===== src/rtl/err_loc_collector_pkg.sv =====
// Shared definitions for the BCH error-location collector: default sizes
// used across the decoder and the collector state encoding.
package err_loc_collector_pkg;

    localparam int ELC_LOC_WIDTH = 10;
    localparam int ELC_T         = 8;
    localparam int ELC_DEG_WIDTH = 4;

    typedef enum logic [1:0] {
        IDLE    = 2'd0,
        COLLECT = 2'd1,
        CHECK   = 2'd2,
        DRAIN   = 2'd3
    } state_e;

endpackage


===== src/rtl/err_loc_regfile.sv =====
// Small T-entry register file holding captured error locations.
// Single synchronous write port, single asynchronous read port, contents
// are not reset.
module err_loc_regfile #(
    parameter int LOC_WIDTH  = 10,
    parameter int DEPTH      = 8,
    parameter int ADDR_WIDTH = 3
) (
    input  logic                  clk,
    input  logic                  wr_en,
    input  logic [ADDR_WIDTH-1:0] wr_addr,
    input  logic [LOC_WIDTH-1:0]  wr_data,
    input  logic [ADDR_WIDTH-1:0] rd_addr,
    output logic [LOC_WIDTH-1:0]  rd_data
);

    logic [LOC_WIDTH-1:0] mem_q [DEPTH];

    // Capture one location per write strobe; no reset so it maps to plain RAM-like flops.
    always_ff @(posedge clk) begin
        if (wr_en) begin
            mem_q[wr_addr] <= wr_data;
        end
    end

    assign rd_data = mem_q[rd_addr];

endmodule


===== src/rtl/err_loc_collector.sv =====
// Collects Chien-search root positions during a sweep, checks the root count
// against the ELP degree, and streams the locations out on success.
module err_loc_collector
    import err_loc_collector_pkg::*;
#(
    parameter int LOC_WIDTH = ELC_LOC_WIDTH,
    parameter int T         = ELC_T,
    parameter int DEG_WIDTH = ELC_DEG_WIDTH
) (
    input  logic                 clk,
    input  logic                 in_ctr_Arst_n,
    input  logic                 in_ctr_Srst,
    input  logic                 in_ctr_en,
    input  logic                 in_ctr_init,
    input  logic [DEG_WIDTH-1:0] in_elp_deg,
    input  logic                 in_ctr_valid,
    input  logic [LOC_WIDTH-1:0] in_loc,
    input  logic                 in_ctr_done,
    input  logic                 in_rd_ready,
    output logic                 out_valid,
    output logic [LOC_WIDTH-1:0] out_loc,
    output logic                 out_last,
    output logic                 out_dec_done,
    output logic                 out_dec_fail,
    output logic [DEG_WIDTH-1:0] out_err_cnt,
    output logic                 out_busy
);

    localparam int                   ADDR_WIDTH = (T > 1) ? $clog2(T) : 1;
    localparam logic [DEG_WIDTH-1:0] T_CNT      = DEG_WIDTH'(T);

    state_e               state_q, state_d;
    logic [DEG_WIDTH-1:0] cnt_q, cnt_d;
    logic [DEG_WIDTH-1:0] rd_q, rd_d;
    logic [DEG_WIDTH-1:0] deg_q, deg_d;
    logic                 ovf_q, ovf_d;
    logic                 fail_q, fail_d;
    logic                 done_q, done_d;

    logic                 wr_en;
    logic [LOC_WIDTH-1:0] rd_data;
    logic [DEG_WIDTH-1:0] last_idx;
    logic                 check_fail;

    assign last_idx   = cnt_q - DEG_WIDTH'(1);
    assign check_fail = ovf_q || (cnt_q != deg_q);

    err_loc_regfile #(
        .LOC_WIDTH  (LOC_WIDTH),
        .DEPTH      (T),
        .ADDR_WIDTH (ADDR_WIDTH)
    ) u_regfile (
        .clk     (clk),
        .wr_en   (wr_en),
        .wr_addr (cnt_q[ADDR_WIDTH-1:0]),
        .wr_data (in_loc),
        .rd_addr (rd_q[ADDR_WIDTH-1:0]),
        .rd_data (rd_data)
    );

    // Next-state logic: sync clear, then freeze, then init, then per-state sweep/check/drain.
    always_comb begin
        state_d = state_q;
        cnt_d   = cnt_q;
        rd_d    = rd_q;
        deg_d   = deg_q;
        ovf_d   = ovf_q;
        fail_d  = fail_q;
        done_d  = done_q;
        wr_en   = 1'b0;

        if (in_ctr_Srst) begin
            state_d = IDLE;
            cnt_d   = '0;
            rd_d    = '0;
            deg_d   = '0;
            ovf_d   = 1'b0;
            fail_d  = 1'b0;
            done_d  = 1'b0;
        end else if (in_ctr_en) begin
            done_d = 1'b0;
            if (in_ctr_init) begin
                deg_d   = in_elp_deg;
                cnt_d   = '0;
                rd_d    = '0;
                ovf_d   = 1'b0;
                fail_d  = 1'b0;
                state_d = COLLECT;
            end else begin
                case (state_q)
                    IDLE: begin
                        state_d = IDLE;
                    end
                    COLLECT: begin
                        if (in_ctr_valid) begin
                            if (cnt_q < T_CNT) begin
                                wr_en = 1'b1;
                                cnt_d = cnt_q + DEG_WIDTH'(1);
                            end else begin
                                ovf_d = 1'b1;
                            end
                        end
                        if (in_ctr_done) begin
                            state_d = CHECK;
                        end
                    end
                    CHECK: begin
                        fail_d  = check_fail;
                        done_d  = 1'b1;
                        state_d = (!check_fail && (cnt_q != '0)) ? DRAIN : IDLE;
                    end
                    DRAIN: begin
                        if (in_rd_ready) begin
                            if (rd_q == last_idx) begin
                                state_d = IDLE;
                            end else begin
                                rd_d = rd_q + DEG_WIDTH'(1);
                            end
                        end
                    end
                    default: begin
                        state_d = IDLE;
                    end
                endcase
            end
        end
    end

    // State, counters and verdict registers with asynchronous active-low reset.
    always_ff @(posedge clk or negedge in_ctr_Arst_n) begin
        if (!in_ctr_Arst_n) begin
            state_q <= IDLE;
            cnt_q   <= '0;
            rd_q    <= '0;
            deg_q   <= '0;
            ovf_q   <= 1'b0;
            fail_q  <= 1'b0;
            done_q  <= 1'b0;
        end else begin
            state_q <= state_d;
            cnt_q   <= cnt_d;
            rd_q    <= rd_d;
            deg_q   <= deg_d;
            ovf_q   <= ovf_d;
            fail_q  <= fail_d;
            done_q  <= done_d;
        end
    end

    assign out_valid    = (state_q == DRAIN);
    assign out_loc      = out_valid ? rd_data : '0;
    assign out_last     = out_valid && (rd_q == last_idx);
    assign out_dec_done = done_q;
    assign out_dec_fail = fail_q;
    assign out_err_cnt  = cnt_q;
    assign out_busy     = (state_q != IDLE);

endmodule


===== config.mk =====
export PLATFORM = sky130hd
export DESIGN_NAME = err_loc_collector
export DESIGN_NICKNAME = d
export VERILOG_FILES = /design/src/rtl/err_loc_collector_pkg.sv /design/src/rtl/err_loc_regfile.sv /design/src/rtl/err_loc_collector.sv
export SDC_FILE = /design/constraint.sdc
export NUM_CORES = 1
export LEC_CHECK = 0
export ABC_CLOCK_PERIOD_IN_PS = 2900
export BUFFER_PORTS_ARGS = -buffer_cell sky130_fd_sc_hd__buf_2
export CORE_AREA = 4 4 75 111
export DETAILED_ROUTE_END_ITERATION = 7
export DIE_AREA = 0 0 79 115
export HOLD_SLACK_MARGIN = 0.12
export PLACE_DENSITY = 0.78
export SETUP_SLACK_MARGIN = 0.5
export SLEW_MARGIN = 30
export SYNTH_ARGS = -nofsm -noshare
export SYNTH_HDL_FRONTEND = slang
export SYNTH_SLANG_ARGS = --single-unit

===== constraint.sdc =====
create_clock -name clk -period 2.9 [get_ports clk]
set_input_delay 0.87 -clock clk [delete_from_list [all_inputs] [get_ports clk]]
set_output_delay 0.87 -clock clk [all_outputs]
set_load 0.05 [all_outputs]

==> metrics.csv <==
metric,value,unit
portBuffers,40,
cts.sinks,97,
top_signal_layer_used,met4,
synth.yosys.seq_area_share,66.8,%
worst_r2r_startpoint,out_err_cnt[1],
finalCritPeriodShare,99.0,%
netlist_top_cells_area,"edfxtp_1 57%, mux4_2 11%, dfrtp_1 10%, mux2i_1 2.4%, ha_1 2.1%",
start_util,57.8,%
rows,38,
area.growth.synth_to_final,24.8,%
yosysUniqueCellTypes,47,
initialDrtViolationCount,153,
grt_max_degree,21,
synth_cells,262,
grt_pass1_wl,13600,µm
worstSetupPathType,reg2out,
dr_wl_met2,4610,µm
route.antenna.remaining_nets,0,
critical_path_peak_fanout,5,
ys.flop_type,edfxtp_1,
cellLeakagePower,1.83,nW
crit_path_end,out_loc[8],
ff2ff_path_depth,9,
finalSetupViolations,0,
synth_top_area_cell,edfxtp_1,
layout-drive-gt1-share,41.1,%
gp_congestion,0.811,
placedCellCount,403,
synth_top_family_by_area,multiplexers,
max-vdd-ir-drop,0.381,mV
post_synth_mux_area_share,13.5,%
cts_buffers,9,
timing_worst_slew_pin_value,673,ps
grt_overflow,0,
clk_pin_slew_worst_paths,80,ps
synth-seq-cells,97,
post-route-min-period,2870,ps
worst_setup_path_start_kind,flip-flop,
report.final.hold_viol_count,0,
setup_repair_after_global_routing_missed_its_margin,yes,
endpoint_kind,primary output,
worst_slew_margin_rel,55.1,%
worst-r2r-setup-slack,700,ps
fillers,484,
synthesis.nets,291,
mostFrequentLayoutCell,edfxtp_1,
post_dp_cell_area,4750,µm²
initial_antenna_violation_count,0,
drt_pre_antenna_iters,4,
tritoncts_clock_tree,yes,
crit_arrival,2000,ps
final-max-slew-violation-count,0,
worstHoldPathType,in2async,
antenna-diode-count,0,
die_area,9090,µm²
synthDominantCellAreaShare,56.7,%
commonest_non_fill_non_tap_cells_in_the_layout,"80 x edfxtp_1, 29 x buf_2, 23 x buf_4",
design_power_total,2.42,mW
cts-htree-levels,3,
timing.critical_path.required,2030,ps
route.detailed.vias_per_inst,5.61,
wirelength_met1,3410,µm
max_cap_viol_count,0,
synth_fa_ha_area_share,2.07,%
pwr_density_cell,457,nW/µm²
fmax,348,MHz
synth.cell_area,4240,µm²
root_buffer,clkbuf_8,
syn_area_per_cell,16.2,µm²
per_cell_routed_wire_length,19.6,µm
synth_simple_gate_area_share,7.86,%
final_cells,433,
rr_endpoint,state_q[1],
run_status,finished clean,
crit_start,rd_q[0],
synth-async-reset-ratio,17.5,%
post_cts_hold_buffer_count,0,
yosys_warnings,0,
worstSkewPairLatency,360,ps
count_of_flip_flops_with_a_built_in_enable_after_synthesis,80,
synth_compound_area_share,5.47,%
finalNetCount,357,
grt_use_total,20.6,%
via_count_of_the_first_global_routing_pass,2533,
die_height,115,µm
yosys.area_share.xor_xnor,1.80,%
dr_wl_met3,280,µm
detailed_place_hpwl,5320,µm
clockBufferDepth,2,
die_width,79,µm
ioPinCount,41,
fp.coreArea,7320,µm²
post-route-cell-area,5290,µm²
detail_route.drc_violations,0,
vias,2430,
final.setup_skew,11.2,ps
postRouteWirelength,8470,µm
## stage by stage
step | util, % | hold WS (ps) | TNS, ps | setup WS, ps
after floorplan | - | 461 | 0 | 400
after global placement | 64.8 | 491 | 0 | 302
after detailed placement | 64.8 | 498 | 0 | 285
after CTS | 70.5 | 430 | 0 | 18.2
after global routing | 72.2 | 425 | -224 | -62.5
final | 72.2 | 435 | 0 | 28.9
## critical path: stages (launching register included)
cell and delay [ps]:
dfrtp_2 420, buf_4 150, buf_16 120, mux4_2 530, mux2i_4 200, nor2b_4 60, buf_6 150
## layer usage
layer,vias up,GRT usage [%]
met5,-,0
met4,0,7.80
met3,13,4.39
met2,52,35.4
met1,1221,25.6
li1,1144,-
## state kept, by name, indices dropped and copies added, names as in the netlist
register and cells:
u_regfile.mem_q 80, deg_q 4, out_err_cnt 4, rd_q 4, state_q 2, out_dec_done 1, out_dec_fail 1, ovf_q 1
## synth_stat cells, types with 4 or more instances
library cell  number
nor2_1            15
mux4_2            20
dfrtp_1           17
o21ai_1            4
buf_2              4
nor2b_1           13
nand2b_1           6
a21oi_1            7
edfxtp_1          80
nand3_1            4
xnor2_1            4
clkbuf_1           6
ha_1               7
mux2i_1           10
inv_1              7
nand2_1           12
## worst min-delay path by stage
stage | cells past startpoint | to | start
global route | 1 | state_q[0] | in_ctr_Arst_n
floorplan | 2 | deg_q[1] | deg_q[1]
finish | 1 | state_q[1] | in_ctr_Arst_n
CTS | 1 | state_q[1] | in_ctr_Arst_n
detailed placement | 2 | deg_q[0] | deg_q[0]
global placement | 2 | deg_q[0] | deg_q[0]
## repair_timing
action                     in CTS  in global routing
resized for setup              36                 12
pin swaps                       1                  1
cloned                          3                  0
setup endpoints to repair      12                 11
setup buffers                   5                  6
## power breakdown
group          total (mW)  internal (mW)  switching [mW]
Clock               0.792          0.365           0.427
Sequential           1.52           1.51         0.00614
Combinational       0.106         0.0376          0.0683
Total                2.42           1.92           0.501
## final cells by class
type                    count  area [µm²]  area share (%)
multi-input cells         142        1530            29.0
clock inverters             2        12.5           0.237
well taps                 100         125            2.37
flip-flops and latches     97        2840            53.6
repair buffers             69         579            11.0
clock buffers              14         164            3.10
inverters                   9        38.8           0.734
## cell families (layout without fill, tap and decap cells)
family	Yosys count	in the layout
buffers and inverters	23	94
adder cells (fa/ha/maj)	7	7
multiplexers	32	32
AND/OR/NAND/NOR	63	63
flip-flops	97	97
XOR/XNOR	7	7
AO/OA/AOI/OAI	33	33
No activity file was read; power rests on OpenSTA's default activity.
